### config.mk
export PLATFORM = sky130hd
export DESIGN_NAME = order_msg_serializer
export DESIGN_NICKNAME = d
export VERILOG_FILES = /design/src/rtl/hft_pkg.sv /design/src/rtl/msg_pair_fifo.sv /design/src/rtl/order_msg_serializer.sv
export SDC_FILE = /design/constraint.sdc
export NUM_CORES = 1
export LEC_CHECK = 0
export BUFFER_PORTS_ARGS = -buffer_cell sky130_fd_sc_hd__buf_2
export CORE_UTILIZATION = 60
export CTS_CLUSTER_DIAMETER = 200
export DETAILED_ROUTE_END_ITERATION = 10
export PLACE_DENSITY = 0.83
export SETUP_SLACK_MARGIN = 0.02
export SYNTH_ARGS = -nofsm -noshare
export SYNTH_HDL_FRONTEND = slang
export SYNTH_SLANG_ARGS = --single-unit
export TNS_END_PERCENT = 1
### constraint.sdc
create_clock -name i_clk -period 92 [get_ports i_clk]
set_input_delay 23 -clock i_clk [delete_from_list [all_inputs] [get_ports i_clk]]
set_output_delay 23 -clock i_clk [all_outputs]
set_load 0.02 [all_outputs]
### src/rtl/hft_pkg.sv
// Shared constants and types for the ITCH add-order message path.
package hft_pkg;

   localparam int REG_WIDTH     = 32;
   localparam int WORDS_PER_MSG = 9;

   localparam logic [7:0] ITCH_ADD_MSG_TYPE = 8'h41;

   typedef enum logic {
      BUY  = 1'b0,
      SELL = 1'b1
   } side_t;

   typedef enum logic [1:0] {
      IDLE      = 2'd0,
      SEND_BUY  = 2'd1,
      SEND_SELL = 2'd2
   } ser_state_t;

endpackage

### src/rtl/msg_pair_fifo.sv
// Synchronous FIFO of buy/sell message pairs; head is read combinationally at the read pointer.
module msg_pair_fifo #(
   parameter int W     = 576,
   parameter int DEPTH = 2
) (
   input  logic                       i_clk,
   input  logic                       i_reset_n,
   input  logic                       wr_en,
   input  logic [W-1:0]               wr_data,
   input  logic                       rd_en,
   output logic [W-1:0]               head,
   output logic                       full,
   output logic                       empty,
   output logic [$clog2(DEPTH):0]     count
);

   localparam int AW = $clog2(DEPTH);

   logic [W-1:0] mem [DEPTH];
   logic [AW:0]  wr_ptr;
   logic [AW:0]  rd_ptr;

   // Extra pointer MSB distinguishes full from empty when the address bits match.
   assign full  = (wr_ptr[AW] != rd_ptr[AW]) && (wr_ptr[AW-1:0] == rd_ptr[AW-1:0]);
   assign empty = (wr_ptr == rd_ptr);
   assign count = wr_ptr - rd_ptr;
   assign head  = mem[rd_ptr[AW-1:0]];

   always_ff @(posedge i_clk) begin
      if (wr_en && !full) begin
         mem[wr_ptr[AW-1:0]] <= wr_data;
      end
   end

   always_ff @(posedge i_clk) begin
      if (!i_reset_n) begin
         wr_ptr <= '0;
         rd_ptr <= '0;
      end else begin
         if (wr_en && !full) begin
            wr_ptr <= wr_ptr + 1'b1;
         end
         if (rd_en && !empty) begin
            rd_ptr <= rd_ptr + 1'b1;
         end
      end
   end

endmodule

### src/rtl/order_msg_serializer.sv
// Buffers buy/sell message pairs and streams them as buy words 0..8 then sell words 0..8.
// Handshake: a beat transfers on a rising edge where o_tvalid & i_tready; outputs hold while stalled.
module order_msg_serializer
   import hft_pkg::*;
#(
   parameter int REG_WIDTH     = hft_pkg::REG_WIDTH,
   parameter int WORDS_PER_MSG = hft_pkg::WORDS_PER_MSG,
   parameter int DEPTH         = 2,
   parameter int DROP_CNT_W    = 16
) (
   input  logic                              i_clk,
   input  logic                              i_reset_n,
   input  logic                              i_valid,
   input  logic [WORDS_PER_MSG*REG_WIDTH-1:0] i_msg_b,
   input  logic [WORDS_PER_MSG*REG_WIDTH-1:0] i_msg_s,
   output logic [REG_WIDTH-1:0]              o_tdata,
   output logic                              o_tvalid,
   input  logic                              i_tready,
   output logic                              o_tlast,
   output logic                              o_tside,
   output logic                              o_full,
   output logic [DROP_CNT_W-1:0]             o_drop_count
);

   localparam int MSG_W = WORDS_PER_MSG * REG_WIDTH;
   localparam int IDX_W = $clog2(WORDS_PER_MSG);
   localparam int CNT_W = $clog2(DEPTH) + 1;
   localparam logic [IDX_W-1:0] LAST_IDX = IDX_W'(WORDS_PER_MSG - 1);

   logic [2*MSG_W-1:0]   head;
   logic                 fifo_full;
   logic                 fifo_empty;
   logic [CNT_W-1:0]     fifo_count;
   logic                 wr_en;
   logic                 rd_en;

   ser_state_t           state;
   logic [IDX_W-1:0]     idx;
   logic [IDX_W-1:0]     next_idx;
   side_t                side;
   logic                 handshake;
   logic [MSG_W-1:0]     cur_msg;
   logic [REG_WIDTH-1:0] words [WORDS_PER_MSG];

   assign handshake = o_tvalid & i_tready;
   assign next_idx  = idx + 1'b1;
   assign wr_en     = i_valid & ~fifo_full;
   assign rd_en     = handshake && (state == SEND_SELL) && (idx == LAST_IDX);
   assign o_full    = fifo_full;
   assign o_tside   = side;

   msg_pair_fifo #(
      .W     (2 * MSG_W),
      .DEPTH (DEPTH)
   ) u_fifo (
      .i_clk     (i_clk),
      .i_reset_n (i_reset_n),
      .wr_en     (wr_en),
      .wr_data   ({i_msg_s, i_msg_b}),
      .rd_en     (rd_en),
      .head      (head),
      .full      (fifo_full),
      .empty     (fifo_empty),
      .count     (fifo_count)
   );

   // Data is a mux of registered state, index and the head slot, which only changes on pop.
   always_comb begin
      cur_msg = (state == SEND_SELL) ? head[2*MSG_W-1:MSG_W] : head[MSG_W-1:0];
      for (int k = 0; k < WORDS_PER_MSG; k++) begin
         words[k] = cur_msg[k*REG_WIDTH +: REG_WIDTH];
      end
      o_tdata = (state == IDLE) ? '0 : words[idx];
   end

   always_ff @(posedge i_clk) begin
      if (!i_reset_n) begin
         state    <= IDLE;
         idx      <= '0;
         side     <= BUY;
         o_tvalid <= 1'b0;
         o_tlast  <= 1'b0;
      end else begin
         case (state)
            IDLE: begin
               if (!fifo_empty) begin
                  state    <= SEND_BUY;
                  idx      <= '0;
                  side     <= BUY;
                  o_tvalid <= 1'b1;
                  o_tlast  <= 1'b0;
               end
            end
            SEND_BUY: begin
               if (handshake) begin
                  if (idx == LAST_IDX) begin
                     state   <= SEND_SELL;
                     idx     <= '0;
                     side    <= SELL;
                     o_tlast <= 1'b0;
                  end else begin
                     idx     <= next_idx;
                     o_tlast <= (next_idx == LAST_IDX);
                  end
               end
            end
            SEND_SELL: begin
               if (handshake) begin
                  if (idx == LAST_IDX) begin
                     idx     <= '0;
                     o_tlast <= 1'b0;
                     side    <= BUY;
                     // Another pair behind the head: start it on the next beat with no bubble.
                     if (fifo_count > CNT_W'(1)) begin
                        state <= SEND_BUY;
                     end else begin
                        state    <= IDLE;
                        o_tvalid <= 1'b0;
                     end
                  end else begin
                     idx     <= next_idx;
                     o_tlast <= (next_idx == LAST_IDX);
                  end
               end
            end
            default: begin
               state    <= IDLE;
               idx      <= '0;
               side     <= BUY;
               o_tvalid <= 1'b0;
               o_tlast  <= 1'b0;
            end
         endcase
      end
   end

   always_ff @(posedge i_clk) begin
      if (!i_reset_n) begin
         o_drop_count <= '0;
      end else if (i_valid && fifo_full && (o_drop_count != '1)) begin
         o_drop_count <= o_drop_count + 1'b1;
      end
   end

endmodule

==> flow_metrics.tcl <==
set metrics [dict create \
    final_cells 3923 \
    port-buffer-count 631 \
    cp_common_cell "buf_4" \
    hpwl_mm 78.7 \
    synth-compound-area-share_pct 4.02 \
    n_fill_cell 4395 \
    path_clk_slew_ns 0.06 \
    status "completed" \
    cellPowerDensity_mw_per_mm2 24.5 \
    grt_pass1_vias 25735 \
    vias 25048 \
    skew_ns 0.0320 \
    h-tree-depth 3 \
    hold_path_startpoint "idx[1]" \
    synth_edf_count 1152 \
    synthTopCellsByCount "edfxtp_1 (1152), mux4_2 (218), mux2i_1 (148)" \
    min_path_type "register to register" \
    post-route-util_pct 71.3 \
    post-cts-setup-buffers 0 \
    layout.nets 3393 \
    grt_pass1_wl_mm 169 \
    avgSynthCellArea_um2 21.1 \
    setup_viol 0 \
    crit_family "buffers and inverters" \
    cap_violations 0 \
    cp_data_required_time_ns 69.00 \
    netlist_area_mm2 0.0454 \
    insertion_delay_ns 0.69 \
    synth_top_cell_by_area "edfxtp_1" \
    leakage_nw 18.0 \
    hold_buffers 0 \
    grt_max_degree 176 \
    cts_buffers 113 \
    dr.pass1.iters 6 \
    synth_top_family_by_area "multiplexers" \
    die-area_mm2 0.0768 \
    syn_inst 2151 \
    track_usage_pct 30.9 \
    wirelength_mm 119 \
    synthSimpleGateAreaFrac_pct 1.99 \
    ir_worst_vdd_v 0.0000191 \
    cp_slowest_cell "buf_4" \
    core-area_mm2 0.0747 \
    rsz0062_at_grt "false" \
    ys_seq_area_share_pct 77.4 \
    ys_async_sr_fraction_pct 0 \
    die_h_um 277 \
    critPathKind "register to output port" \
    fmax_mhz 35.5 \
    relSlewSlack_pct 12.8 \
    clock_sinks 1181 \
    worst_pin_slew_ns 1.30 \
    dp_cells 3658 \
    antenna_found_initial 85 \
    totalNegativeSetupSlack_ns 0 \
    synth_top_area_share_pct 76.1 \
    cts_resized 0 \
    cts_tree "done" \
    arrival_ns 5.14 \
    syn_nets 2740 \
    gp_congestion 0.849 \
    r2r_start "u_fifo.wr_ptr[0]" \
    finalMaxSlewViolations 0 \
    worstPathCellList "inv_1 -> ha_4 -> buf_4 -> buf_4 -> mux4_2 -> mux2i_1 -> o21ai_0 -> a32o_1 -> buf_2" \
    crit_path_end_kind "output port" \
    worstPathMaxFanout 78 \
    syn2layout_area_growth_pct 17.2 \
    synth_most_common_cell "edfxtp_1" \
    viasPerCell 6.38 \
    synth-adder-area-share_pct 0.248 \
    muxShareOfSynthArea_pct 14.2 \
    yosys_warnings 0 \
    io-pin-count 632 \
    die_w_um 277 \
    ys.flop_type "edfxtp_1" \
    drt-initial-drc-count 2997 \
    cts_buffer_depth 3 \
    dp_slack_ns 64.51 \
    fin_ws_ns 63.86 \
    start_util_pct 60.8 \
    fin_crit_sh_pct 30.6 \
    wl_per_cell_um 30.4 \
    drive_gt1_share_pct 36.9 \
    cts_root_buf "clkbuf_16" \
    ant_nets 0 \
    period_needed_ns 28.14 \
    hold_viol 0 \
    cp_num_buf_inv 4 \
    cpPeakStageDelay_ns 1.03 \
    critPathLaunchType "register" \
    synth.area.top_cells "edfxtp_1 (76%), mux4_2 (11%), mux2i_1 (3.3%)" \
    ys_seq_elements 1181 \
    synth.distinct_cells 59 \
    synthXorXnorAreaFrac_pct 0.457 \
    route.detailed.drc 0 \
    crit_start "state[0]" \
    rows 100 \
    overflow 0 \
]
area by class of cell:
class	instances	area [um2]	area share (%)
Clock inverter	79	781	1.47
Antenna cell	58	145	0.273
Clock buffer	128	2880	5.42
Inverter	11	41.3	0.0775
Sequential cell	1181	35200	66.1
Timing Repair Buffer	661	3460	6.49
Tap cell	969	1210	2.28
Multi-Input combinational cell	836	9550	17.9
metrics by stage:
step	cell area (um2)	power (W)	hold slack, ns
finish	53200	0.00130	0.513
global route	53200	0.00134	0.536
CTS	53100	0.00131	0.513
detailed placement	49400	0.000853	0.500
global placement	49400	0.000845	0.482
floorplan	45400	0.000807	0.465
final timing paths:
check        cells after the start  slack (ns)                  to
max                              9       63.86         o_tdata[13]
min                              2        0.51              idx[1]
max reg2reg                      9       86.66  u_fifo.mem[0][334]
min reg2reg                      2        0.51              idx[1]
worst min-delay path, stage by stage, from the launching register on:
cell and delay (ns):
dfxtp_2 0.36, nand2_1 0.06, a21oi_1 0.05
flip-flops by register name (all words and copies together) (netlist names), named ones only:
| name | flops |
|---|---|
| u_fifo.mem | 1152 |
| o_drop_count | 16 |
| idx | 4 |
| state | 2 |
| u_fifo.rd_ptr | 2 |
| u_fifo.wr_ptr | 2 |
| o_tlast | 1 |
| o_tvalid | 1 |
power breakdown:
group / total, W / switching, W / internal, W
registers: 0.000653 / 0.0000113 / 0.000642
clock network: 0.000458 / 0.000199 / 0.000259
logic: 0.000191 / 0.000124 / 0.0000664
total: 0.00130 / 0.000335 / 0.000968
layer usage:
layer	GRT usage (%)	share of wire, %
met3	8.44	9.5
met5	0	0.33
met1	37.3	35
met4	16.1	4.6
met2	51.3	51
layout by cell type, fill, tap and decap left out, types with 6 or more instances in the layout:
master / n
o22ai_1: 8
nand4_1: 8
a221oi_1: 12
clkinv_2: 27
a21oi_1: 34
o21ai_0: 14
a211o_1: 13
buf_12: 6
o21ai_1: 15
a22oi_1: 19
ha_1: 8
dfxtp_1: 25
a32o_1: 26
o221ai_1: 46
clkbuf_16: 113
mux4_2: 218
a221o_1: 11
nor2_1: 29
buf_2: 631
clkbuf_1: 15
a211oi_1: 11
mux2i_1: 148
nand3_1: 15
and3_1: 7
diode_2: 58
inv_1: 8
nand2_1: 99
a22o_1: 12
clkinvlp_4: 7
nor3_1: 12
xnor2_1: 18
clkinv_1: 26
bufinv_16: 12
edfxtp_1: 1152
buf_4: 24
kinds of logic after synthesis:
kind of cell / Yosys count
and+or+nand+nor: 199
adders and majority gates: 9
DFF: 1181
xor gates and xnor gates: 22
muxes: 370
AOI/OAI and AO/OA: 236
buffers and inverters: 134
(Power assumes the default switching activity.)
